File: src/rtl/core_reset_cen.sv
// rtl/core_reset_cen.sv - PLL-lock qualified core reset and 12/6 MHz clock-enable generator
// Runs in the 96 MHz PLL domain; all core logic uses these enables instead of derived clocks.
module core_reset_cen #(
    parameter int SYNC_STAGES = 2,
    parameter int HOLD_CYCLES = 1024
) (
    input  logic clk,
    input  logic rst,
    input  logic locked,
    output logic core_rst,
    output logic ready,
    output logic cen_12,
    output logic cen_6,
    output logic cen_6_180
);

    localparam logic [1:0] S_WAIT_LOCK = 2'd0;
    localparam logic [1:0] S_HOLD      = 2'd1;
    localparam logic [1:0] S_RUN       = 2'd2;

    localparam int HW = (HOLD_CYCLES > 1) ? $clog2(HOLD_CYCLES) : 1;
    localparam logic [HW-1:0] HOLD_LAST = HW'(HOLD_CYCLES - 1);

    logic [SYNC_STAGES-1:0] sync_q;
    logic [1:0]             state_q, state_d;
    logic [HW-1:0]          hold_cnt_q, hold_cnt_d;
    logic [3:0]             div_cnt_q, div_cnt_d;
    logic                   lock_s;
    logic                   run;

    assign lock_s = sync_q[SYNC_STAGES-1];

    always_comb begin
        state_d    = state_q;
        hold_cnt_d = hold_cnt_q;
        case (state_q)
            S_WAIT_LOCK: begin
                hold_cnt_d = '0;
                if (lock_s) state_d = S_HOLD;
            end
            S_HOLD: begin
                // Any gap in lock discards all accumulated hold time.
                if (!lock_s) begin
                    state_d    = S_WAIT_LOCK;
                    hold_cnt_d = '0;
                end else if (hold_cnt_q == HOLD_LAST) begin
                    state_d    = S_RUN;
                    hold_cnt_d = '0;
                end else begin
                    hold_cnt_d = hold_cnt_q + HW'(1);
                end
            end
            S_RUN: begin
                hold_cnt_d = '0;
                if (!lock_s) state_d = S_WAIT_LOCK;
            end
            default: begin
                state_d    = S_WAIT_LOCK;
                hold_cnt_d = '0;
            end
        endcase
    end

    // Divider starts at 0 on the first RUN cycle so enable phase is fixed to reset release.
    assign div_cnt_d = (state_q == S_RUN && state_d == S_RUN) ? div_cnt_q + 4'd1 : 4'd0;

    always_ff @(posedge clk) begin
        if (rst) begin
            sync_q     <= '0;
            state_q    <= S_WAIT_LOCK;
            hold_cnt_q <= '0;
            div_cnt_q  <= 4'd0;
        end else begin
            sync_q     <= {sync_q[SYNC_STAGES-2:0], locked};
            state_q    <= state_d;
            hold_cnt_q <= hold_cnt_d;
            div_cnt_q  <= div_cnt_d;
        end
    end

    assign run       = (state_q == S_RUN);
    assign core_rst  = !run;
    assign ready     = run;
    assign cen_12    = run && (div_cnt_q[2:0] == 3'd7);
    assign cen_6     = run && (div_cnt_q == 4'd15);
    assign cen_6_180 = run && (div_cnt_q == 4'd7);

endmodule

File: config.mk
export PLATFORM = sky130hd
export DESIGN_NAME = core_reset_cen
export DESIGN_NICKNAME = d
export VERILOG_FILES = /design/src/rtl/core_reset_cen.sv
export SDC_FILE = /design/constraint.sdc
export NUM_CORES = 1
export LEC_CHECK = 0
export BUFFER_PORTS_ARGS = -buffer_cell sky130_fd_sc_hd__buf_4
export CAP_MARGIN = 30
export CORE_UTILIZATION = 48
export CTS_CLUSTER_SIZE = 28
export DETAILED_ROUTE_END_ITERATION = 16
export PLACE_DENSITY_LB_ADDON = 0.15
export SLEW_MARGIN = 10
export SYNTH_ARGS = -nofsm -noshare
export SYNTH_HDL_FRONTEND = slang
export SYNTH_SLANG_ARGS = --single-unit
export TNS_END_PERCENT = 30
File: constraint.sdc
create_clock -name clk -period 1.36 [get_ports clk]
set_input_delay 0.272 -clock clk [delete_from_list [all_inputs] [get_ports clk]]
set_output_delay 0.272 -clock clk [all_outputs]
set_load 0.01 [all_outputs]
Word-level counts from Yosys, hierarchy flattened
Index checks and enable logic that the tools add are counted.
{"block": "word_totals", "regBits": 18, "in_bits": 3, "out_inout_bits": 5, "elab_cells": 29}
{"block": "classes", "n_addsub": 2, "eq_ne": 7, "n_mux": 5, "bitwise": 3, "n_reduce_logical": 8}
{"cell": "10-bit by 1-bit adder with 10-bit output, second input constant", "count": 1}
{"cell": "10-bit equality test, second input constant", "count": 1}
{"cell": "2-bit two-way mux", "count": 4}
{"cell": "2-bit one-hot mux with 3 select lines", "count": 1}
{"cell": "4-bit by 1-bit adder with 4-bit output, second input constant", "count": 1}
{"cell": "2-bit equality test, second input constant", "count": 2}
{"cell": "4-bit by 3-bit equality test with 1-bit output, second input constant", "count": 1}
{"cell": "4-bit equality test, second input constant", "count": 1}
{"cell": "1-bit logical AND", "count": 4}
{"cell": "4-bit OR reduction", "count": 1}
{"cell": "3-bit equality test, second input constant", "count": 1}
{"cell": "1-bit inverter", "count": 3}
{"cell": "2-bit by 1-bit equality test with 1-bit output, second input constant", "count": 1}
{"cell": "2-bit zero test", "count": 1}
{"cell": "2-bit OR reduction", "count": 1}
{"cell": "1-bit zero test", "count": 1}

Logic depth before layout (Yosys ltp)
Gate-level depths: netlist (run 1).
{"block": "depth", "ltp_word": 8, "ltp_mapped": 4, "depth_no_buf": 4}

Worst setup path before layout (run 1)
OpenSTA, ideal clock, no wires.
{"block": "synth_path", "path_kind": "register to register", "from": "register hold_cnt_q[0]", "to": "register hold_cnt_q[8]", "setup_ns": 0.074, "arrival_ns": 1.203, "required_time_ns": 1.286, "slack_ns": 0.083, "path_stages_with_launch": 5, "path_buffers": 0, "synth_period_minus_slack_ns": 1.277, "cell_sequence": "dfxtp_1 -> ha_1 -> nand4_1 -> or3_1 -> a21oi_1"}
{"block": "synth_between", "elab_chain_len": 2, "word_cells_on_any_way": 3, "classes_between": "add/sub (1); eq/ne (1); reduce/logical (1)"}
{"element": "start: declaration", "line": "26", "source": "logic [HW-1:0] hold_cnt_q, hold_cnt_d;"}
{"element": "start signal: assignment", "line": "76", "source": "hold_cnt_q <= hold_cnt_d;"}
{"element": "branches (longest 2 deep; another with 10-bit by 1-bit adder with 10-bit output)"}
Parallel ways; which one is timed is not known.
A chain may end at the register's enable or synchronous reset.

Final worst setup path (run 1)
{"block": "layout_path", "from": "register div_cnt_q[0]", "to": "output port cen_12"}
{"block": "layout_between", "elab_chain_len": 2}
{"element": "start: declaration", "line": "27", "source": "logic [3:0] div_cnt_q, div_cnt_d;"}
{"element": "start signal: assignment", "line": "77", "source": "div_cnt_q <= div_cnt_d;"}
{"element": "3-bit equality test", "line": "84", "source": "assign cen_12 = run && (div_cnt_q[2:0] == 3'd7);"}
{"element": "1-bit logical AND", "line": "84"}
{"element": "end: declaration", "line": "12", "source": "output logic cen_12,"}
Every way passes these cells.

==> results.py, run 1 <==
metrics = {
    "run_status": {
        "status": "finished with violations",
        "violations": "negative setup slack",
    },
    "logic_synthesis": {
        "synth.distinct_cells": 24,
        "synth-main-ff-cell": "dfxtp_1",
        "yosysSeqAreaShare": 0.484,
        "synth_top_cell_area_share": 0.484,
        "synth-seq-cells": 18,
        "syn_avg_cell_area_um2": 9.19,
        "yosys_warnings": 0,
        "synth-edff-count": 0,
        "synth.largest_area_cell": "dfxtp_1",
        "async_flop_share": 0,
        "synth.most_common_cell": "dfxtp_1",
        "netlist_instances": 81,
        "synth_common_cells": "dfxtp_1 (18), nor2_1 (11), a21oi_1 (6), inv_1 (6), nand3_1 (6)",
        "syn-num-nets": 87,
        "yosys-top-cells-area": "dfxtp_1 (48%), nor2_1 (5.5%), ha_1 (5.0%)",
        "synth.cell_area_um2": 744,
    },
    "sta": {
        "fin_skew_ns": 0.00421,
        "final_hold_viol_count": 0,
        "fmaxAchievable_ghz": 0.686,
        "rsz0062_at_grt": "yes",
        "setup_viol": 3,
        "period_needed_ns": 1.46,
        "whs_ns": 0.165,
        "fin_crit_sh": 1.07,
        "relSlewSlack": 0.855,
        "tightest_slew_ns": 0.215,
        "maxSlewViolCount": 0,
        "fin_ws_ns": -0.0968,
    },
    "power": {
        "p_leak_nw": 0.333,
        "powerDensity_nw_per_um2": 837,
        "p_total_mw": 0.797,
        "irDropWorstVdd_mv": 0.651,
    },
    "drt": {
        "vias": 641,
        "routedWlPerCell_um": 12.9,
        "ant_nets": 0,
        "drt_iter0_markers": 15,
        "dr.pass1.iters": 4,
        "drc": 0,
        "drt_wl_total_um": 1490,
        "routed_via_density": 5.57,
    },
    "floorplan": {
        "coreArea_um2": 1370,
        "row_count": 13,
        "ios": 8,
        "die_area_um2": 1710,
        "die_height_um": 41.4,
        "die_x_um": 41.4,
        "initial_utilization": 0.545,
    },
    "worst_setup_path": {
        "worstPathRequired_ns": 1.09,
        "cp-end-kind": "output pin",
        "r2r-start": "hold_cnt_q[4]",
        "r2r_cells": 3,
        "rrSetupSlack_ns": 0.08,
        "r2r-end": "hold_cnt_q[9]",
        "cp_max_fo": 2,
        "cp.arrival_ns": 1.18,
        "critical_path_class": "reg2out",
        "cp-start-kind": "register",
    },
    "cells_and_area": {
        "syn2layout_area_growth_pct": 27.9,
        "postLayoutCellArea_um2": 952,
        "n_antenna_cell": 0,
        "final_cells": 115,
        "nets": 108,
        "fillers": 121,
        "final_layout_size_suffix_gt1_frac": 0.320,
    },
    "clocking": {
        "cts.sinks": 18,
        "h-tree-depth": 1,
        "cts_tree": "built",
        "numCtsBuffers": 3,
        "path_clk_slew_ns": 0.09,
        "insertion_delay_ns": 0.29,
        "hold_buffers": 0,
        "cts-root-buf": "clkbuf_4",
        "clock_tree.buffer_depth": 2,
    },
    "place": {
        "port-buffer-count": 7,
        "place_congestion": 0.742,
        "dpl-instance-area_um2": 868,
        "placed_cells": 110,
        "hpwl_um": 1000,
    },
    "min_path": {
        "hold_end": "sync_q[1]",
        "hold_start": "rst",
        "worstHoldPathCells": 2,
        "min_path_type": "in2reg",
    },
    "job": {
        "cap_violations": 0,
    },
    "global_route": {
        "antenna_found_initial": 0,
        "grt_pass1_wl_um": 2090,
        "grt_overflow": 0,
        "grt_use_total": 0.199,
        "grt_max_degree": 10,
        "grt_pass1_vias": 490,
    },
}
==> worst max-delay path, cell delays in order, from the launching register on <==
cell and delay (ns):
dfxtp_2 0.34, ha_4 0.17, ha_4 0.15, and2_4 0.13, buf_6 0.11
==> cell families (layout without fill, tap and decap cells) <==
kind of cell | after synthesis | count (layout) | share of synthesized area
AOI/OAI and AO/OA | 13 | 13 | 0.0992
xor gates and xnor gates | 4 | 4 | 0.0471
adders and majority gates | 3 | 3 | 0.0504
buffers and inverters | 6 | 25 | 0.0302
DFF | 18 | 18 | 0.484
and+or+nand+nor | 37 | 37 | 0.289
==> through the flow <==
| stage | util | setup slack (ns) | TNS, ns |
|---|---|---|---|
| after global routing | 0.697 | -0.146 | -0.454 |
| after CTS | 0.689 | -0.100 | -0.180 |
| after floorplan | - | 0.0830 | 0 |
| after detailed placement | 0.636 | 0.0919 | 0 |
| after global placement | 0.636 | 0.121 | 0 |
| final | 0.697 | -0.0968 | -0.154 |
==> final cells by class <==
class / count / area (µm²) / area share
clock buffer: 3 / 22.5 / 0.0237
inverter: 6 / 22.5 / 0.0237
multi-input combinational: 57 / 399 / 0.419
sequential: 18 / 365 / 0.384
tap: 15 / 18.8 / 0.0197
timing repair buffer: 16 / 124 / 0.130
==> layer usage <==
| metal | up-vias | share of wire | global-route usage | wire length [µm] |
|---|---|---|---|---|
| li1 | 326 | - | - | - |
| met1 | 298 | 0.48 | 0.235 | 709 |
| met2 | 15 | 0.48 | 0.324 | 716 |
| met3 | 2 | 0.032 | 0.0319 | 47 |
| met4 | 0 | 0.010 | 0.145 | 15 |
| met5 | - | 0 | 0 | 0 |
==> sequential cells by signal, summed over array words and instances (netlist names) <==
register and cells:
sync_q 2, div_cnt_q 4, hold_cnt_q 10, state_q 2
==> how the worst max path moves through the flow <==
stage               cells after the start     startpoint  slack (ns)       endpoint
floorplan                               4  hold_cnt_q[0]        0.08  hold_cnt_q[8]
global placement                        3  hold_cnt_q[4]        0.12  hold_cnt_q[7]
detailed placement                      4  hold_cnt_q[0]        0.09  hold_cnt_q[8]
CTS                                     4   div_cnt_q[1]       -0.10         cen_12
global route                            4   div_cnt_q[0]       -0.15         cen_12
finish                                  4   div_cnt_q[0]        -0.1         cen_12
==> what timing repair did <==
action / in CTS / in global routing
buffers inserted: 1 / 1
gates resized for setup: 11 / 2
setup endpoints to repair: 5 / 7
pin swaps: 1 / 4
==> report_power, final <==
| part | leakage (nW) | switching [mW] | total [mW] | internal (mW) |
|---|---|---|---|---|
| Clock | 0.0138 | 0.152 | 0.254 | 0.103 |
| Sequential | 0.147 | 0.00228 | 0.533 | 0.530 |
| Combinational | 0.172 | 0.00319 | 0.0100 | 0.00683 |
==> cell usage in the layout, fill, tap and decap left out, types with 2 or more instances in the layout <==
cell type,Yosys,layout
clkbuf_4,0,3
or3_1,2,2
o21ai_0,4,4
buf_4,0,15
inv_1,6,6
o31ai_1,2,2
dfxtp_1,18,14
nand4_1,3,3
xnor2_1,2,2
ha_4,0,2
xor2_1,2,2
nand2_1,2,2
a21oi_1,6,6
dfxtp_2,0,4
nor2b_1,3,2
nor2_1,11,11
nand3_1,6,6
or4_1,2,2
Note: power is estimated with default switching activity, not from simulation.
==> run 2: changes to the inputs <==
--- a/config.mk
+++ b/config.mk
@@ -5,9 +5,10 @@
 export SDC_FILE = /design/constraint.sdc
 export NUM_CORES = 1
 export LEC_CHECK = 0
+export ABC_AREA = 1
 export BUFFER_PORTS_ARGS = -buffer_cell sky130_fd_sc_hd__buf_4
 export CAP_MARGIN = 30
-export CORE_UTILIZATION = 48
+export CORE_UTILIZATION = 49
 export CTS_CLUSTER_SIZE = 28
 export DETAILED_ROUTE_END_ITERATION = 16
 export PLACE_DENSITY_LB_ADDON = 0.15
==> results.py, run 2 <==
metrics = {
    "drt": {
        "drc": 0,
        "drt_wl_total_um": 1450,
        "vias": 626,
        "ant_nets": 0,
        "dr.pass1.iters": 4,
        "routedWlPerCell_um": 11.3,
        "routed_via_density": 4.89,
        "drt_iter0_markers": 10,
    },
    "logic_synthesis": {
        "syn_avg_cell_area_um2": 7.99,
        "synth.cell_area_um2": 783,
        "yosys_warnings": 0,
        "synth-main-ff-cell": "dfxtp_1",
        "async_flop_share": 0,
        "synth_common_cells": "dfxtp_1 (18), nand2_1 (17), nor2_1 (17)",
        "yosys-top-cells-area": "dfxtp_1 (46%), nand2_1 (8.1%), nor2_1 (8.1%)",
        "synth-seq-cells": 18,
        "syn-num-nets": 104,
        "synth.largest_area_cell": "dfxtp_1",
        "synth_top_cell_area_share": 0.460,
        "synth-edff-count": 0,
        "yosysSeqAreaShare": 0.460,
        "netlist_instances": 98,
        "synth.most_common_cell": "dfxtp_1",
        "synth.distinct_cells": 19,
    },
    "worst_setup_path": {
        "r2r-start": "hold_cnt_q[1]",
        "worstPathRequired_ns": 1.09,
        "cp-start-kind": "register",
        "startpoint": "div_cnt_q[0]",
        "cp.arrival_ns": 1.16,
        "rrSetupSlack_ns": 0.16,
        "cp_max_fo": 2,
        "critical_path_class": "reg2out",
        "cp-end-kind": "output pin",
        "r2r-end": "hold_cnt_q[5]",
        "crit_path_end": "cen_6",
        "r2r_cells": 6,
    },
    "power": {
        "clkPwrFrac": 0.381,
        "switchingPower_mw": 0.179,
        "combPwrFrac": 0.014,
        "p_leak_nw": 0.358,
        "irDropWorstVdd_mv": 0.561,
        "powerDensity_nw_per_um2": 907,
        "pwr-share-seq": 0.605,
        "switching_share": 0.204,
        "p_int_mw": 0.700,
    },
    "floorplan": {
        "coreArea_um2": 1510,
        "die_area_um2": 1760,
        "ios": 8,
        "die_height_um": 42.0,
        "row_count": 14,
        "initial_utilization": 0.520,
        "die_x_um": 42.0,
    },
    "cells_and_area": {
        "largestRegisters": "hold_cnt_q: 10 flops, div_cnt_q: 4 flops",
        "final_layout_size_suffix_gt1_frac": 0.313,
        "final_cells": 128,
        "regMostFlops": "hold_cnt_q",
        "n_antenna_cell": 0,
        "final_cell_mix": "nand2_1 (16), nor2_1 (16), dfxtp_1 (16)",
        "syn2layout_area_growth_pct": 23.6,
        "nets": 119,
        "largest_reg_flops": 10,
    },
    "global_route": {
        "grt_use_total": 0.174,
        "grt_pass1_wl_um": 2330,
        "antenna_found_initial": 0,
        "grt_max_degree": 11,
        "grt_overflow": 0,
        "grt_pass1_vias": 574,
    },
    "clocking": {
        "insertion_delay_ns": 0.29,
        "path_clk_slew_ns": 0.11,
        "clock_tree.buffer_depth": 2,
        "h-tree-depth": 1,
        "cts_tree": "built",
        "numCtsBuffers": 3,
        "cts.sinks": 18,
        "cts-root-buf": "clkbuf_4",
    },
    "place": {
        "hpwl_um": 971,
        "pre_cts_ws_ns": 0.162,
        "port-buffer-count": 7,
        "place_congestion": 0.699,
        "placed_cells": 122,
    },
    "sta": {
        "period_needed_ns": 1.43,
        "fmaxAchievable_ghz": 0.697,
        "tns_ns": -0.217,
        "tightest_slew_ns": 0.255,
        "fin_ws_ns": -0.0748,
        "final_hold_viol_count": 0,
        "fin_crit_sh": 1.05,
        "relSlewSlack": 0.830,
        "fin_skew_ns": 0.00300,
        "setup_viol": 3,
        "rsz0062_at_grt": "yes",
        "maxSlewViolCount": 0,
    },
    "run_status": {
        "violations": "negative setup slack",
        "status": "finished with violations",
    },
    "min_path": {
        "min_path_type": "in2reg",
    },
    "job": {
        "cap_violations": 0,
    },
}
[run 2: changes by cell type after synthesis, sizes merged, moves of 3 or more]
| cell | change |
|---|---|
| nand2 | +17 |
| nor2 | +12 |
| inv | +8 |
| o21ai | -4 |
| a21oi | -3 |
| nor2b | -3 |
| or3 | -3 |
[run 2: how the worst min path moves through the flow]
| stage | startpoint | endpoint | slack (ns) | cells past startpoint |
|---|---|---|---|---|
| detailed placement | sync_q[0] | sync_q[1] | 0.40 | 2 |
| global placement | sync_q[0] | sync_q[1] | 0.40 | 2 |
| CTS | rst | sync_q[0] | 0.14 | 2 |
| floorplan | rst | sync_q[0] | 0.34 | 1 |
| global route | rst | sync_q[0] | 0.13 | 2 |
| finish | rst | sync_q[0] | 0.14 | 2 |
[run 2: repair_timing]
item	in CTS	in global routing
pin swaps	3	1
buffers inserted	1	1
gates resized for setup	10	6
hold buffers	0	0
setup endpoints to repair	3	3
[run 2: power groups by stage]
| stage | registers [mW] | logic (mW) | clock network [mW] |
|---|---|---|---|
| 2_1_floorplan | 0.544 | 0.00510 | 0 |
| 3_3_place_gp | 0.544 | 0.0113 | 0 |
| 3_5_place_dp | 0.544 | 0.0114 | 0 |
| 4_1_cts | 0.532 | 0.0117 | 0.344 |
| 5_1_grt | 0.533 | 0.0136 | 0.365 |
| 6_report | 0.532 | 0.0119 | 0.335 |
[run 2: logic make-up (layout without fill, tap and decap cells)]
| group | Yosys count | in the layout | synth area share |
|---|---|---|---|
| AO/OA/AOI/OAI | 3 | 3 | 0.0192 |
| XOR/XNOR | 5 | 5 | 0.0559 |
| adder cells (fa/ha/maj) | 3 | 3 | 0.0479 |
| buffers and inverters | 14 | 28 | 0.0671 |
| flip-flops | 18 | 18 | 0.460 |
| AND/OR/NAND/NOR | 55 | 55 | 0.350 |
[run 2: metrics by stage]
stage           util  area [µm²]  hold WS, ns  power (mW)
2_1_floorplan      -         783        0.343       0.549
3_3_place_gp   0.573         863        0.401       0.555
3_5_place_dp   0.573         863        0.401       0.555
4_1_cts        0.625         942        0.136       0.887
5_1_grt        0.643         968        0.134       0.911
6_report       0.643         968        0.141       0.879
[run 2: critical path, cell delays in order (launching register included)]
cell and delay [ns]:
dfxtp_2 0.37, ha_4 0.15, nand2_1 0.08, nor2_1 0.13
buf_4 0.13
[run 2: cell type report]
cell class | instances | area, µm²
tap | 16 | 20.0
inverter | 14 | 55.1
fill | 125 | 538
multi-input combinational | 66 | 415
sequential | 18 | 363
timing repair buffer | 10 | 78.8
clock buffer | 4 | 36.3
[run 2: metal layers]
metal,up-vias,track usage,wire length (µm)
li1,329,-,-
met1,285,0.234,698
met4,0,0.110,9
met5,-,0,0
met3,2,0.0560,74
met2,10,0.241,668
==> run 3: changes to the inputs <==
--- a/config.mk
+++ b/config.mk
@@ -8,9 +8,10 @@
 export ABC_AREA = 1
 export BUFFER_PORTS_ARGS = -buffer_cell sky130_fd_sc_hd__buf_4
 export CAP_MARGIN = 30
-export CORE_UTILIZATION = 49
+export CORE_UTILIZATION = 58
 export CTS_CLUSTER_SIZE = 28
 export DETAILED_ROUTE_END_ITERATION = 16
+export GPL_TIMING_DRIVEN = 0
 export PLACE_DENSITY_LB_ADDON = 0.15
 export SLEW_MARGIN = 10
 export SYNTH_ARGS = -nofsm -noshare
==> constraint.sdc (replaced) <==
create_clock -name clk -period 1.8 [get_ports clk]
set_input_delay 0.36 -clock clk [delete_from_list [all_inputs] [get_ports clk]]
set_output_delay 0.36 -clock clk [all_outputs]
set_load 0.01 [all_outputs]
==> results.py, run 3 (synthesis results as in run 2) <==
metrics = {
    "run_status": {
        "status": "complete, no violations",
    },
    "drt": {
        "drt_iter0_markers": 12,
        "routed_via_density": 4.84,
        "drt_wl_total_um": 1190,
        "ant_nets": 0,
        "drc": 0,
        "vias": 595,
        "routedWlPerCell_um": 9.63,
        "dr.pass1.iters": 4,
    },
    "power": {
        "powerDensity_nw_per_um2": 735,
        "irDropWorstVdd_mv": 0.531,
        "p_leak_nw": 0.345,
    },
    "floorplan": {
        "ios": 8,
        "row_count": 12,
        "initial_utilization": 0.660,
        "die_x_um": 38.8,
        "coreArea_um2": 1190,
        "die_area_um2": 1500,
        "die_height_um": 38.8,
    },
    "clocking": {
        "numCtsBuffers": 3,
        "cts-root-buf": "clkbuf_4",
        "insertion_delay_ns": 0.29,
        "cts_tree": "built",
        "cts.repair.resized": 0,
        "h-tree-depth": 1,
        "clock_tree.buffer_depth": 2,
        "cts.sinks": 18,
        "path_clk_slew_ns": 0.10,
        "hold_buffers": 0,
        "cts_setup_buffers": 0,
    },
    "sta": {
        "relSlewSlack": 0.871,
        "rsz0062_at_grt": "no",
        "maxSlewViolCount": 0,
        "period_needed_ns": 1.60,
        "tns_ns": 0,
        "fin_skew_ns": 0.00907,
        "setup_viol": 0,
        "final_hold_viol_count": 0,
        "fin_crit_sh": 0.888,
        "fmaxAchievable_ghz": 0.625,
        "fin_ws_ns": 0.201,
        "tightest_slew_ns": 0.193,
    },
    "place": {
        "placed_cells": 119,
        "port-buffer-count": 7,
        "dpl-instance-area_um2": 853,
        "hpwl_um": 861,
        "place_congestion": 0.681,
        "pre_cts_ws_ns": 0.528,
    },
    "worst_setup_path": {
        "r2r_cells": 6,
        "cp.arrival_ns": 1.24,
        "critical_path_class": "reg2out",
        "worstPathRequired_ns": 1.44,
        "cp-end-kind": "output pin",
        "cp_max_fo": 3,
        "cp-start-kind": "register",
    },
    "global_route": {
        "grt_overflow": 0,
        "grt_max_degree": 11,
        "grt_pass1_wl_um": 1810,
        "antenna_found_initial": 0,
        "grt_use_total": 0.185,
        "grt_pass1_vias": 465,
    },
    "cells_and_area": {
        "largest_reg_flops": 10,
        "nets": 116,
        "largestRegisters": "hold_cnt_q: 10 flops, div_cnt_q: 4 flops",
        "final_layout_size_suffix_gt1_frac": 0.202,
        "fillers": 89,
        "final_util": 0.750,
        "postLayoutCellArea_um2": 890,
        "final_cell_mix": "dfxtp_1 (18), nand2_1 (17), nor2_1 (17)",
        "n_antenna_cell": 0,
        "syn2layout_area_growth_pct": 13.6,
        "regMostFlops": "hold_cnt_q",
        "final_cells": 123,
        "final_common_cell": "dfxtp_1",
    },
    "min_path": {
        "min_path_type": "in2reg",
        "worstHoldPathCells": 2,
    },
    "job": {
        "cap_violations": 0,
    },
}
run 3: path summary, 6_finish.rpt:
check             slack [ns]            end          start
setup reg to reg        0.55  hold_cnt_q[8]  hold_cnt_q[0]
hold reg to reg         0.41      sync_q[1]      sync_q[0]
setup / recovery        0.20         cen_12   div_cnt_q[0]
hold / removal          0.23      sync_q[1]            rst
run 3: through the flow:
stage,hold WS (ns),total power [mW]
CTS,0.225,0.660
global placement,0.398,0.419
detailed placement,0.393,0.419
global route,0.213,0.679
floorplan,0.388,0.415
finish,0.229,0.654
run 3: routing by layer:
| layer | wire (µm) | up-vias | part of all wire | global-route usage |
|---|---|---|---|---|
| met1 | 639 | 257 | 0.54 | 0.238 |
| met2 | 487 | 11 | 0.41 | 0.263 |
| li1 | - | 323 | - | - |
| met5 | 0 | - | 0 | 0 |
| met4 | 23 | 0 | 0.019 | 0.129 |
| met3 | 35 | 4 | 0.030 | 0.0520 |
run 3: layout make-up:
type	count	area [µm²]	share of cell area
inverters	14	52.6	0.0591
multi-input cells	66	370	0.416
clock buffers	4	36.3	0.0408
repair buffers	7	52.6	0.0591
flip-flops and latches	18	360	0.405
well taps	14	17.5	0.0197
run 3: power by group:
part | leakage, nW | internal [mW] | switching, mW
Clock | 0.0210 | 0.123 | 0.121
Sequential | 0.145 | 0.401 | 0.000921
Combinational | 0.179 | 0.00427 | 0.00407
Total | 0.345 | 0.528 | 0.126
run 3: worst max-delay path, stage by stage (launching register included):
cell and delay [ns]:
dfxtp_1 0.34, ha_1 0.21, ha_1 0.18, inv_1 0.05, nor2_1 0.04, buf_4 0.13
